File: config.mk
export PLATFORM = sky130hd
export DESIGN_NAME = key_filter
export DESIGN_NICKNAME = d
export VERILOG_FILES = /design/src/rtl/key_filter_pkg.sv /design/src/rtl/key_filter_ch.sv /design/src/rtl/key_filter.sv
export SDC_FILE = /design/constraint.sdc
export NUM_CORES = 1
export LEC_CHECK = 0
export ABC_AREA = 1
export CORE_MARGIN = 2
export CORE_UTILIZATION = 31
export DETAILED_ROUTE_END_ITERATION = 8
export MAX_ROUTING_LAYER = met4
export PLACE_DENSITY = 0.54
export SYNTH_ARGS = -nofsm -noshare
export SYNTH_HDL_FRONTEND = slang
export SYNTH_SLANG_ARGS = --single-unit
File: constraint.sdc
create_clock -name clk -period 2.1 [get_ports clk]
set_input_delay 0.315 -clock clk [delete_from_list [all_inputs] [get_ports clk]]
set_output_delay 0.315 -clock clk [all_outputs]
set_load 0.01 [all_outputs]
File: src/rtl/key_filter_pkg.sv
// Shared definitions for the key_filter push-button conditioner: channel
// state encoding, counter width and the 1 ms tick divider helpers.
package key_filter_pkg;

  localparam int CNT_W = 16;

  typedef enum logic [1:0] {
    IDLE    = 2'd0,
    PRESS_W = 2'd1,
    HELD    = 2'd2,
    REL_W   = 2'd3
  } ch_state_t;

  function automatic int ms_tick_div(input int clk_hz);
    return clk_hz / 1000;
  endfunction

  function automatic int div_width(input int div);
    return (div > 1) ? $clog2(div) : 1;
  endfunction

endpackage

File: src/rtl/key_filter_ch.sv
// One debounced key channel: press/release acceptance FSM, hold counter and
// long-press flag. Defining KEY_REPEAT_EN adds auto-repeat after key_long.
module key_filter_ch
  import key_filter_pkg::*;
#(
  parameter int DEBOUNCE_MS = 10,
  parameter int LONG_MS     = 1000,
  parameter int REPEAT_MS   = 200
) (
  input  logic clk,
  input  logic rst,
  input  logic tick,
  input  logic sync,
  output logic key_press,
  output logic key_release,
  output logic key_long,
  output logic key_level
);

  if (DEBOUNCE_MS < 1 || DEBOUNCE_MS >= 65536 || LONG_MS < 1 || LONG_MS >= 65536 ||
      REPEAT_MS < 1 || REPEAT_MS >= 65536) begin : g_param_err
    $error("key_filter_ch: timing parameters out of range");
  end

  localparam logic [CNT_W-1:0] DEB_LAST = CNT_W'(DEBOUNCE_MS - 1);
  localparam logic [CNT_W-1:0] LONG_CNT = CNT_W'(LONG_MS);
  localparam logic [CNT_W-1:0] LONG_M1  = CNT_W'(LONG_MS - 1);
  localparam logic [CNT_W-1:0] CNT_MAX  = {CNT_W{1'b1}};

  ch_state_t        state, state_nxt;
  logic [CNT_W-1:0] cnt, cnt_nxt;
  logic [CNT_W-1:0] rcnt, rcnt_nxt;
  logic             press_nxt, release_nxt, long_nxt, level_nxt;
`ifdef KEY_REPEAT_EN
  localparam logic [CNT_W-1:0] REP_LAST = CNT_W'(REPEAT_MS - 1);
  logic [CNT_W-1:0] rpt, rpt_nxt;
`endif

  always_comb begin
    state_nxt   = state;
    cnt_nxt     = cnt;
    rcnt_nxt    = rcnt;
    press_nxt   = 1'b0;
    release_nxt = 1'b0;
    long_nxt    = 1'b0;
    level_nxt   = key_level;
`ifdef KEY_REPEAT_EN
    rpt_nxt     = rpt;
`endif
    case (state)
      IDLE: begin
        if (!sync) begin
          state_nxt = PRESS_W;
          cnt_nxt   = '0;
        end
      end
      PRESS_W: begin
        if (sync) begin
          state_nxt = IDLE;
        end else if (tick) begin
          if (cnt == DEB_LAST) begin
            state_nxt = HELD;
            cnt_nxt   = '0;
            press_nxt = 1'b1;
            level_nxt = 1'b1;
`ifdef KEY_REPEAT_EN
            rpt_nxt   = '0;
`endif
          end else begin
            cnt_nxt = cnt + 1'b1;
          end
        end
      end
      HELD: begin
        if (tick && cnt != CNT_MAX) begin
          cnt_nxt  = cnt + 1'b1;
          long_nxt = (cnt == LONG_M1);
        end
`ifdef KEY_REPEAT_EN
        // Repeat schedule starts on the first tick after key_long and is frozen in REL_W.
        if (tick && cnt >= LONG_CNT) begin
          if (rpt == REP_LAST) begin
            rpt_nxt   = '0;
            press_nxt = 1'b1;
          end else begin
            rpt_nxt = rpt + 1'b1;
          end
        end
`endif
        if (sync) begin
          state_nxt = REL_W;
          rcnt_nxt  = '0;
        end
      end
      REL_W: begin
        if (!sync) begin
          state_nxt = HELD;
        end else if (tick) begin
          if (rcnt == DEB_LAST) begin
            state_nxt   = IDLE;
            release_nxt = 1'b1;
            level_nxt   = 1'b0;
          end else begin
            rcnt_nxt = rcnt + 1'b1;
          end
        end
      end
      default: state_nxt = IDLE;
    endcase
  end

  always_ff @(posedge clk or negedge rst) begin
    if (!rst) begin
      state       <= IDLE;
      cnt         <= '0;
      rcnt        <= '0;
      key_press   <= 1'b0;
      key_release <= 1'b0;
      key_long    <= 1'b0;
      key_level   <= 1'b0;
`ifdef KEY_REPEAT_EN
      rpt         <= '0;
`endif
    end else begin
      state       <= state_nxt;
      cnt         <= cnt_nxt;
      rcnt        <= rcnt_nxt;
      key_press   <= press_nxt;
      key_release <= release_nxt;
      key_long    <= long_nxt;
      key_level   <= level_nxt;
`ifdef KEY_REPEAT_EN
      rpt         <= rpt_nxt;
`endif
    end
  end

endmodule

File: src/rtl/key_filter.sv
// Push-button conditioner top: 2-flop synchronisers, shared 1 ms tick and one
// key_filter_ch per key. KEY_REPEAT_EN enables auto-repeat in the channels.
module key_filter
  import key_filter_pkg::*;
#(
  parameter int N_KEYS      = 4,
  parameter int CLK_HZ      = 50_000_000,
  parameter int DEBOUNCE_MS = 10,
  parameter int LONG_MS     = 1000,
  parameter int REPEAT_MS   = 200
) (
  input  logic              clk,
  input  logic              rst,
  input  logic [N_KEYS-1:0] key_in,
  output logic [N_KEYS-1:0] key_press,
  output logic [N_KEYS-1:0] key_release,
  output logic [N_KEYS-1:0] key_long,
  output logic [N_KEYS-1:0] key_level
);

  if (CLK_HZ < 1000) begin : g_clk_err
    $error("key_filter: CLK_HZ must be at least 1000");
  end

  localparam int               TICK_DIV = ms_tick_div(CLK_HZ);
  localparam int               DIV_W    = div_width(TICK_DIV);
  localparam logic [DIV_W-1:0] DIV_LAST = DIV_W'(TICK_DIV - 1);

  logic [N_KEYS-1:0] sync_p0, sync_p1;
  logic [DIV_W-1:0]  div_cnt;
  logic              tick;

  // Synchronisers preset to released so reset never fabricates a press edge.
  always_ff @(posedge clk or negedge rst) begin
    if (!rst) begin
      sync_p0 <= '1;
      sync_p1 <= '1;
      div_cnt <= '0;
      tick    <= 1'b0;
    end else begin
      sync_p0 <= key_in;
      sync_p1 <= sync_p0;
      if (div_cnt == DIV_LAST) begin
        div_cnt <= '0;
        tick    <= 1'b1;
      end else begin
        div_cnt <= div_cnt + 1'b1;
        tick    <= 1'b0;
      end
    end
  end

  for (genvar i = 0; i < N_KEYS; i++) begin : g_ch
    key_filter_ch #(
      .DEBOUNCE_MS(DEBOUNCE_MS),
      .LONG_MS    (LONG_MS),
      .REPEAT_MS  (REPEAT_MS)
    ) u_ch (
      .clk        (clk),
      .rst        (rst),
      .tick       (tick),
      .sync       (sync_p1[i]),
      .key_press  (key_press[i]),
      .key_release(key_release[i]),
      .key_long   (key_long[i]),
      .key_level  (key_level[i])
    );
  end

endmodule

==> summary.txt, run 1 <==
Clock network
  – Clock Sinks: 177
  – H-Tree Depth: 4
  – Worst skew pair latency: 450 ps
  – CTS Root Cell: clkbuf_16
  – Clock-pin slew on the worst setup and hold paths: 70 ps
  – CTS tree: built
  – Longest Clk Path Bufs: 2
  – Total setup buffers inserted after CTS: 0
  – Cts bufs inserted: 17

Floorplanning
  – Initial core utilization: 31.4%
  – Number of I/O pins: 22
  – Site Rows: 71
  – Area of the die: 39600 µm²
  – Die X: 199 µm
  – Die Height: 199 µm
  – Core Area: 37600 µm²

Final layout
  – N_diodes: 0
  – Biggest regs: g_ch.u_ch.cnt (64), g_ch.u_ch.rcnt (64), div_cnt (16)
  – Layout cells sized above 1: 7.07%
  – Most common cell after layout, fill and taps aside: nand2_1
  – Most frequent cells in the layout: 509 x nand2_1, 267 x nor2_1, 169 x inv_1
  – Fillers: 3979
  – Layout Nets: 1782
  – Area Overhead vs Synth: 11.9%
  – Design area: 13200 µm²

STA
  – Skew final: 12.1 ps
  – Final period util: 89.3%
  – Final Hold Violating Endpoints: 0
  – Worst rel slew slack: 57.9%
  – Fmax: 533 MHz
  – Final setup fails: 0
  – Measured slew at the worst slew-check pin: 632 ps
  – Fin Hold WS: 271 ps
  – RSZ-0062 raised after global routing: false
  – Final worst path period need: 1880 ps
  – Max Slew Vio Count: 0

Power and ir drop
  – VDD IR max: 0.539 mV
  – Int Pwr: 6.39 mW
  – Switching Share: 40.6%
  – Leakage: 5.95 nW
  – PwrDens: 815 nW/µm²
  – NetSw: 4.36 mW
  – Combinational Power Share: 36.7%
  – Clk pwr share: 28.2%
  – Sequential Power Share: 35.1%

Drt
  – Total number of vias: 10600
  – Post-route ant nets: 0
  – Drt initial violations: 588
  – Routed WL per cell: 11.9 µm
  – Via density: 4.66
  – DRC Markers: 0
  – Drt pass-1 iters: 5
  – Final wirelength: 27.0 mm

Critical path
  – Reg-to-reg endpoint: g_ch[1].u_ch.rcnt[7]$_DFFE_PN0P_
  – Reg2reg path depth: 9
  – Crit path DAT: 2220 ps
  – Data required, critical path: 2440 ps
  – CP Buf/Inv Count: 4
  – FF-to-FF Start: g_ch[1].u_ch.state[0]$_DFFE_PN0P_
  – CP max stage cell: dfrtp_1
  – Setup CP Type: flop to flop
  – Flop-to-flop setup slack: 220 ps
  – CP Capture Type: flop
  – Most frequent cell on the critical path: inv_1
  – Critical path fanouts, max: 12
  – Startpoint Class: flop
  – Top delay family on crit path: buffers and inverters
  – Worst-path cell chain: inv_1, ha_1, inv_1, nor2_1, inv_1, nand4_1, buf_4, nand2_1, nand2_1
  – Crit-path max cell delay: 430 ps

Yosys
  – Avg Inst Size Synth: 6.88 µm²
  – Sequential-to-total area share from yosys stat: 37.6%
  – Post-Syn Nets: 1756
  – Number of library cell types mapped by synthesis: 42
  – Number of synthesis warnings: 0
  – Cell area after synthesis: 11800 µm²
  – Post-Synthesis Cells: 1714
  – Yosys reg bits: 177

Placed design
  – GPL Wtd Cong: 0.871
  – Port bufs: 21
  – Post-DP Area: 12600 µm²
  – DP Wirelength: 20.1 mm

Min path
  – Hold path depth: 1
  – Hold path start: key_in[3]
  – HP Class: input port to flop
  – Hold Crit Endpoint: sync_p0[3]$_DFF_PN1_

GRT
  – GRT Total Usage: 15.0%
  – Total gr overflow: 0
  – First-pass GRT wire length: 47.5 mm
  – Largest net degree at the start of global routing: 55
  – Initial antenna violation count: 0
  – Vias in the first global route: 10000

Run status
  – Outcome: finished, final reports clean

Flow run
  – Max-cap violations: 0
-- power groups by stage --
stage                     clock network (mW)  registers (mW)  logic, mW
final                                   3.03            3.77       3.95
after global routing                    3.29            3.81       4.51
after CTS                               3.15            3.77       3.99
after detailed placement                   0            3.84       3.96
after global placement                     0            3.83       3.95
after floorplan                            0            3.79       2.98
-- repair_timing --
action | in CTS | in global routing
hold buffers | 1 | 0
gates resized for setup | 1 | 4
endpoints found under the hold margin | 46 | 0
pin swaps | 0 | 0
endpoints found under the setup margin | 13 | 17
-- how the worst max path moves through the flow --
stage,end,cells after the start,startpoint
6_report,g_ch[1].u_ch.rcnt[7]$_DFFE_PN0P_,9,g_ch[1].u_ch.state[0]$_DFFE_PN0P_
5_1_grt,g_ch[1].u_ch.rcnt[7]$_DFFE_PN0P_,9,g_ch[1].u_ch.state[0]$_DFFE_PN0P_
4_1_cts,g_ch[3].u_ch.rcnt[4]$_DFFE_PN0P_,9,g_ch[3].u_ch.state[0]$_DFFE_PN0P_
3_5_place_dp,g_ch[0].u_ch.cnt[0]$_DFFE_PN0P_,9,g_ch[0].u_ch.state[0]$_DFFE_PN0P_
3_3_place_gp,g_ch[0].u_ch.cnt[0]$_DFFE_PN0P_,9,g_ch[0].u_ch.state[0]$_DFFE_PN0P_
2_1_floorplan,g_ch[2].u_ch.rcnt[8]$_DFFE_PN0P_,8,g_ch[2].u_ch.state[0]$_DFFE_PN0P_
-- through the flow --
stage	TNS (ps)	utilization [%]	setup WS [ps]	power, mW	instances
after global routing	0	35.1	14.4	11.6	2264
after detailed placement	-877	33.6	-102	7.80	2231
final	0	35.1	224	10.8	2264
after CTS	0	35.1	119	10.9	2264
after floorplan	0	-	340	6.77	1714
after global placement	-1170	33.6	-125	7.78	2231
-- cells in the mapped netlist (all sizes together) --
| cell type | n | area, µm² |
|---|---|---|
| nor2 | 273 | 1040 |
| o22ai | 3 | 18.8 |
| dfrtp | 169 | 4230 |
| dfstp | 8 | 210 |
| nand4 | 58 | 363 |
| nand3 | 157 | 791 |
| xor2 | 50 | 438 |
| o211ai | 2 | 15.0 |
| buf | 44 | 309 |
| and2 | 1 | 6.26 |
| ha | 36 | 450 |
| nor3b | 4 | 30.0 |
| clkinv | 1 | 3.75 |
| o221ai | 1 | 8.76 |
| a21boi | 1 | 7.51 |
| o21bai | 7 | 52.6 |
| nor4 | 12 | 75.1 |
| o21ai | 94 | 500 |
| or2 | 9 | 56.3 |
| nand3b | 9 | 80.1 |
| inv | 173 | 649 |
| clkbuf | 8 | 31.3 |
| nor3 | 44 | 230 |
| xnor2 | 9 | 78.8 |
| o21a | 1 | 7.51 |
| nand2 | 521 | 2010 |
| and3 | 2 | 12.5 |
| a21oi | 17 | 88.8 |
-- worst register-to-register path: cells and delay by family, from the launching register on --
family | cells | cell delay, ps
simple gates | 4 | 430
fa+ha+maj | 1 | 300
flops | 1 | 430
buf+inv | 4 | 600
-- final cells by class --
class / instances / area (µm²) / area share, %
timing repair buffer: 59 / 539 / 4.08
inverter: 174 / 657 / 4.98
clock buffer: 21 / 470 / 3.56
multi-input combinational: 1311 / 6380 / 48.3
clock inverter: 11 / 78.8 / 0.597
tap: 511 / 639 / 4.84
sequential: 177 / 4440 / 33.6
-- cells by family after synthesis --
kind of cell / Yosys count / synth area share, %
buffers and inverters: 226 / 8.42
and+or+nand+nor: 1090 / 39.8
adders and majority gates: 36 / 3.82
AOI/OAI and AO/OA: 126 / 5.93
DFF: 177 / 37.6
xor gates and xnor gates: 59 / 4.38
-- metal layers --
layer	wire length, µm	up-vias	track usage, %	part of all wire [%]
met5	0	-	-	0
met1	13800	4851	19.9	51
met4	343	0	4.56	1.3
li1	-	5538	-	-
met2	12200	144	23.5	45
met3	720	23	2.48	2.7
No activity file was read; power rests on OpenSTA's default activity.
==> run 2, diff against run 1 <==
--- a/config.mk
+++ b/config.mk
@@ -7,3 +7,2 @@
 export LEC_CHECK = 0
-export ABC_AREA = 1
 export CORE_MARGIN = 2
@@ -12,3 +11,3 @@
 export MAX_ROUTING_LAYER = met4
-export PLACE_DENSITY = 0.54
+export PLACE_DENSITY = 0.55
 export SYNTH_ARGS = -nofsm -noshare
--- a/constraint.sdc
+++ b/constraint.sdc
@@ -3,2 +3,2 @@
 set_output_delay 0.315 -clock clk [all_outputs]
-set_load 0.01 [all_outputs]
+set_load 0.02 [all_outputs]
==> run 2 against run 1 <==
  * Worst setup slack worse by 130 ps
  * Synthesized cell count down 39%
  * Final area down 10%
  * Flip-flop and latch count unchanged
  * Sequential power barely moved
  * Via count decreased by 24%
  * Critical path depth down 1
  * Clock-buffer cell count decreased by 3
  * Register-to-register slack worse by 130 ps
  * Die area decreased by 15%
  * Combinational power barely moved
==> summary.txt, run 2 <==
Run status
  – Outcome: finished, final reports clean

Flow run
  – Max-cap violations: 0

Clock network
  – Clock Sinks: 177
  – H-Tree Depth: 4
  – Longest Clk Path Bufs: 2
  – CTS Root Cell: clkbuf_16
  – CTS tree: built
  – Cts bufs inserted: 17
  – Worst skew pair latency: 440 ps
  – Clock-pin slew on the worst setup and hold paths: 60 ps

Final layout
  – N_diodes: 0
  – Layout cells sized above 1: 16.4%
  – Biggest regs: g_ch.u_ch.cnt (64), g_ch.u_ch.rcnt (64), div_cnt (16)
  – Non-Filler Instances: 1538
  – Most common cell after layout, fill and taps aside: dfrtp_1
  – Fillers: 3111
  – Area Overhead vs Synth: 19.1%
  – Most frequent cells in the layout: 168 x dfrtp_1, 105 x nand2_1, 89 x nand3_1
  – Layout Nets: 1165

Drt
  – Via density: 5.21
  – Routed WL per cell: 14.3 µm
  – Drt pass-1 iters: 5
  – Post-route ant nets: 0
  – Total number of vias: 8010
  – Drt initial violations: 503
  – DRC Markers: 0
  – Final wirelength: 21.9 mm

Yosys
  – Cell area after synthesis: 9980 µm²
  – Main combinational cell family by area after synthesis: simple AND/OR/NAND/NOR gates
  – Count leader, synth: dfrtp_1
  – Post-synth top cells: 169 x dfrtp_1, 105 x nand2_1, 89 x nand3_1, 77 x nor2_1, 41 x o21ai_0
  – Avg Inst Size Synth: 9.48 µm²
  – Number of library cell types mapped by synthesis: 82
  – Post-synthesis simple-gate area fraction: 26.9%
  – Post-Syn Nets: 1095
  – Synth Area in XOR/XNOR: 4.65%
  – Post-synth EDFFs: 0
  – Yosys reg bits: 177
  – Mux cell area share after synthesis: 0.827%
  – Post-synthesis adder-cell area fraction: 4.51%
  – Synth area leaders: dfrtp_1 42%, ha_1 4.5%, nand3_1 4.5%
  – Yosys top cell by area: dfrtp_1
  – Sequential-to-total area share from yosys stat: 44.5%
  – Top cell type's share of synthesized area: 42.4%
  – Post-Synthesis Cells: 1053
  – Post-synthesis compound-gate area fraction: 14.4%
  – Primary FF master, synth: dfrtp_1
  – Ys async rst share: 100%
  – Number of synthesis warnings: 0

STA
  – Final period util: 95.7%
  – Skew final: 14.0 ps
  – Setup TNS: 0 ps
  – Worst rel slew slack: 59.6%
  – Max Slew Vio Count: 0
  – Measured slew at the worst slew-check pin: 600 ps
  – Fmax: 497 MHz
  – Final WS setup: 89.3 ps
  – Final setup fails: 0
  – Final worst path period need: 2010 ps
  – Fin Hold WS: 288 ps
  – Final Hold Violating Endpoints: 0

Floorplanning
  – Site Rows: 65
  – Die Height: 183 µm
  – Number of I/O pins: 22
  – Initial core utilization: 31.5%
  – Die X: 183 µm
  – Core Area: 31600 µm²
  – Area of the die: 33600 µm²

Placed design
  – DP Wirelength: 15.2 mm
  – Port bufs: 21
  – GPL Wtd Cong: 0.835
  – Pre-CTS setup slack: -98.3 ps
  – Inst Count DP: 1498

GRT
  – Total gr overflow: 0
  – First-pass GRT wire length: 38.3 mm
  – Vias in the first global route: 7822
  – Largest net degree at the start of global routing: 56
  – Initial antenna violation count: 0
  – GRT Total Usage: 14.0%

Power and ir drop
  – VDD IR max: 0.469 mV
  – Total power: 10.9 mW
  – Leakage: 4.88 nW
  – PwrDens: 918 nW/µm²

Critical path
  – Setup CP Type: flop to flop
  – Startpoint Class: flop
  – CP Capture Type: flop
  – Crit path DAT: 2330 ps
  – Critical path fanouts, max: 13
  – Data required, critical path: 2420 ps

Min path
  – HP Class: input port to flop
-- run 2: cell types whose count changed after synthesis, sizes merged, moves of 24 or more --
cell | before | now
inv | 173 | 36
o31ai | 0 | 29
nand3 | 157 | 90
and3 | 2 | 31
nor2 | 273 | 77
nand2 | 521 | 106
nand4 | 58 | 34
o21ai | 94 | 43
-- run 2: cell type report --
cell class              instances  area, µm²  share of cell area (%)
clock buffers                  18        439                    3.69
clock inverters                14        143                    1.20
inverters                      36        135                    1.14
multi-input cells             790       5350                    45.0
flip-flops and latches        177       4440                    37.4
well taps                     402        503                    4.23
repair buffers                101        875                    7.36
-- run 2: cell families (layout without fill, tap and decap cells) --
family / after synthesis / in the layout
AOI/OAI and AO/OA: 190 / 190
xor gates and xnor gates: 53 / 53
adders and majority gates: 36 / 36
buffers and inverters: 88 / 169
DFF: 177 / 177
muxes: 8 / 8
and+or+nand+nor: 501 / 503
-- run 2: report_power, final --
group / total, mW / switching [mW] / internal (mW)
sequential: 3.74 / 0.167 / 3.57
clock: 3.20 / 1.49 / 1.71
combinational: 3.98 / 2.19 / 1.79
-- run 2: per-layer routing --
layer | GRT usage, % | wire, µm
met5 | - | 0
met4 | 3.42 | 230
met3 | 2.44 | 442
met2 | 22.3 | 10300
met1 | 18.6 | 11000
-- run 2: final timing paths --
check | startpoint | to | slack (ps) | cells after the start
setup / recovery | g_ch[1].u_ch.state[0]$_DFFE_PN0P_ | g_ch[1].u_ch.cnt[2]$_DFFE_PN0P_ | 90 | 8
hold / removal | key_in[1] | sync_p0[1]$_DFF_PN1_ | 290 | 1
setup reg to reg | g_ch[1].u_ch.state[0]$_DFFE_PN0P_ | g_ch[1].u_ch.cnt[2]$_DFFE_PN0P_ | 90 | 8
hold reg to reg | sync_p0[1]$_DFF_PN1_ | sync_p1[1]$_DFF_PN1_ | 360 | 0
max in group asynchronous | rst | sync_p1[3]$_DFF_PN1_ | 1000 | 3
min in group asynchronous | rst | g_ch[1].u_ch.cnt[6]$_DFFE_PN0P_ | 400 | 2
-- run 2: timing repair --
| action | 4_1_cts | 5_1_grt |
|---|---|---|
| hold buffers | 1 | 0 |
| pin swaps | 0 | 7 |
| gates cloned | 0 | 2 |
| setup buffers | 0 | 5 |
| setup endpoints to repair | 21 | 65 |
| gates resized for setup | 10 | 43 |
| endpoints found under the hold margin | 52 | 0 |
-- run 2: critical path, stage by stage (launching register included) --
cell and delay (ps):
dfrtp_1 410, inv_2 80, ha_1 210, a21o_1 170, a221o_1 300, a31o_4 250
buf_4 190, o21bai_1 170, o2bb2ai_1 130
-- run 2: metrics by stage --
step                utilization, %  area (µm²)
floorplan                        -        9980
global placement              34.8       11000
detailed placement            34.8       11000
CTS                           36.8       11600
global route                  37.6       11900
finish                        37.6       11900
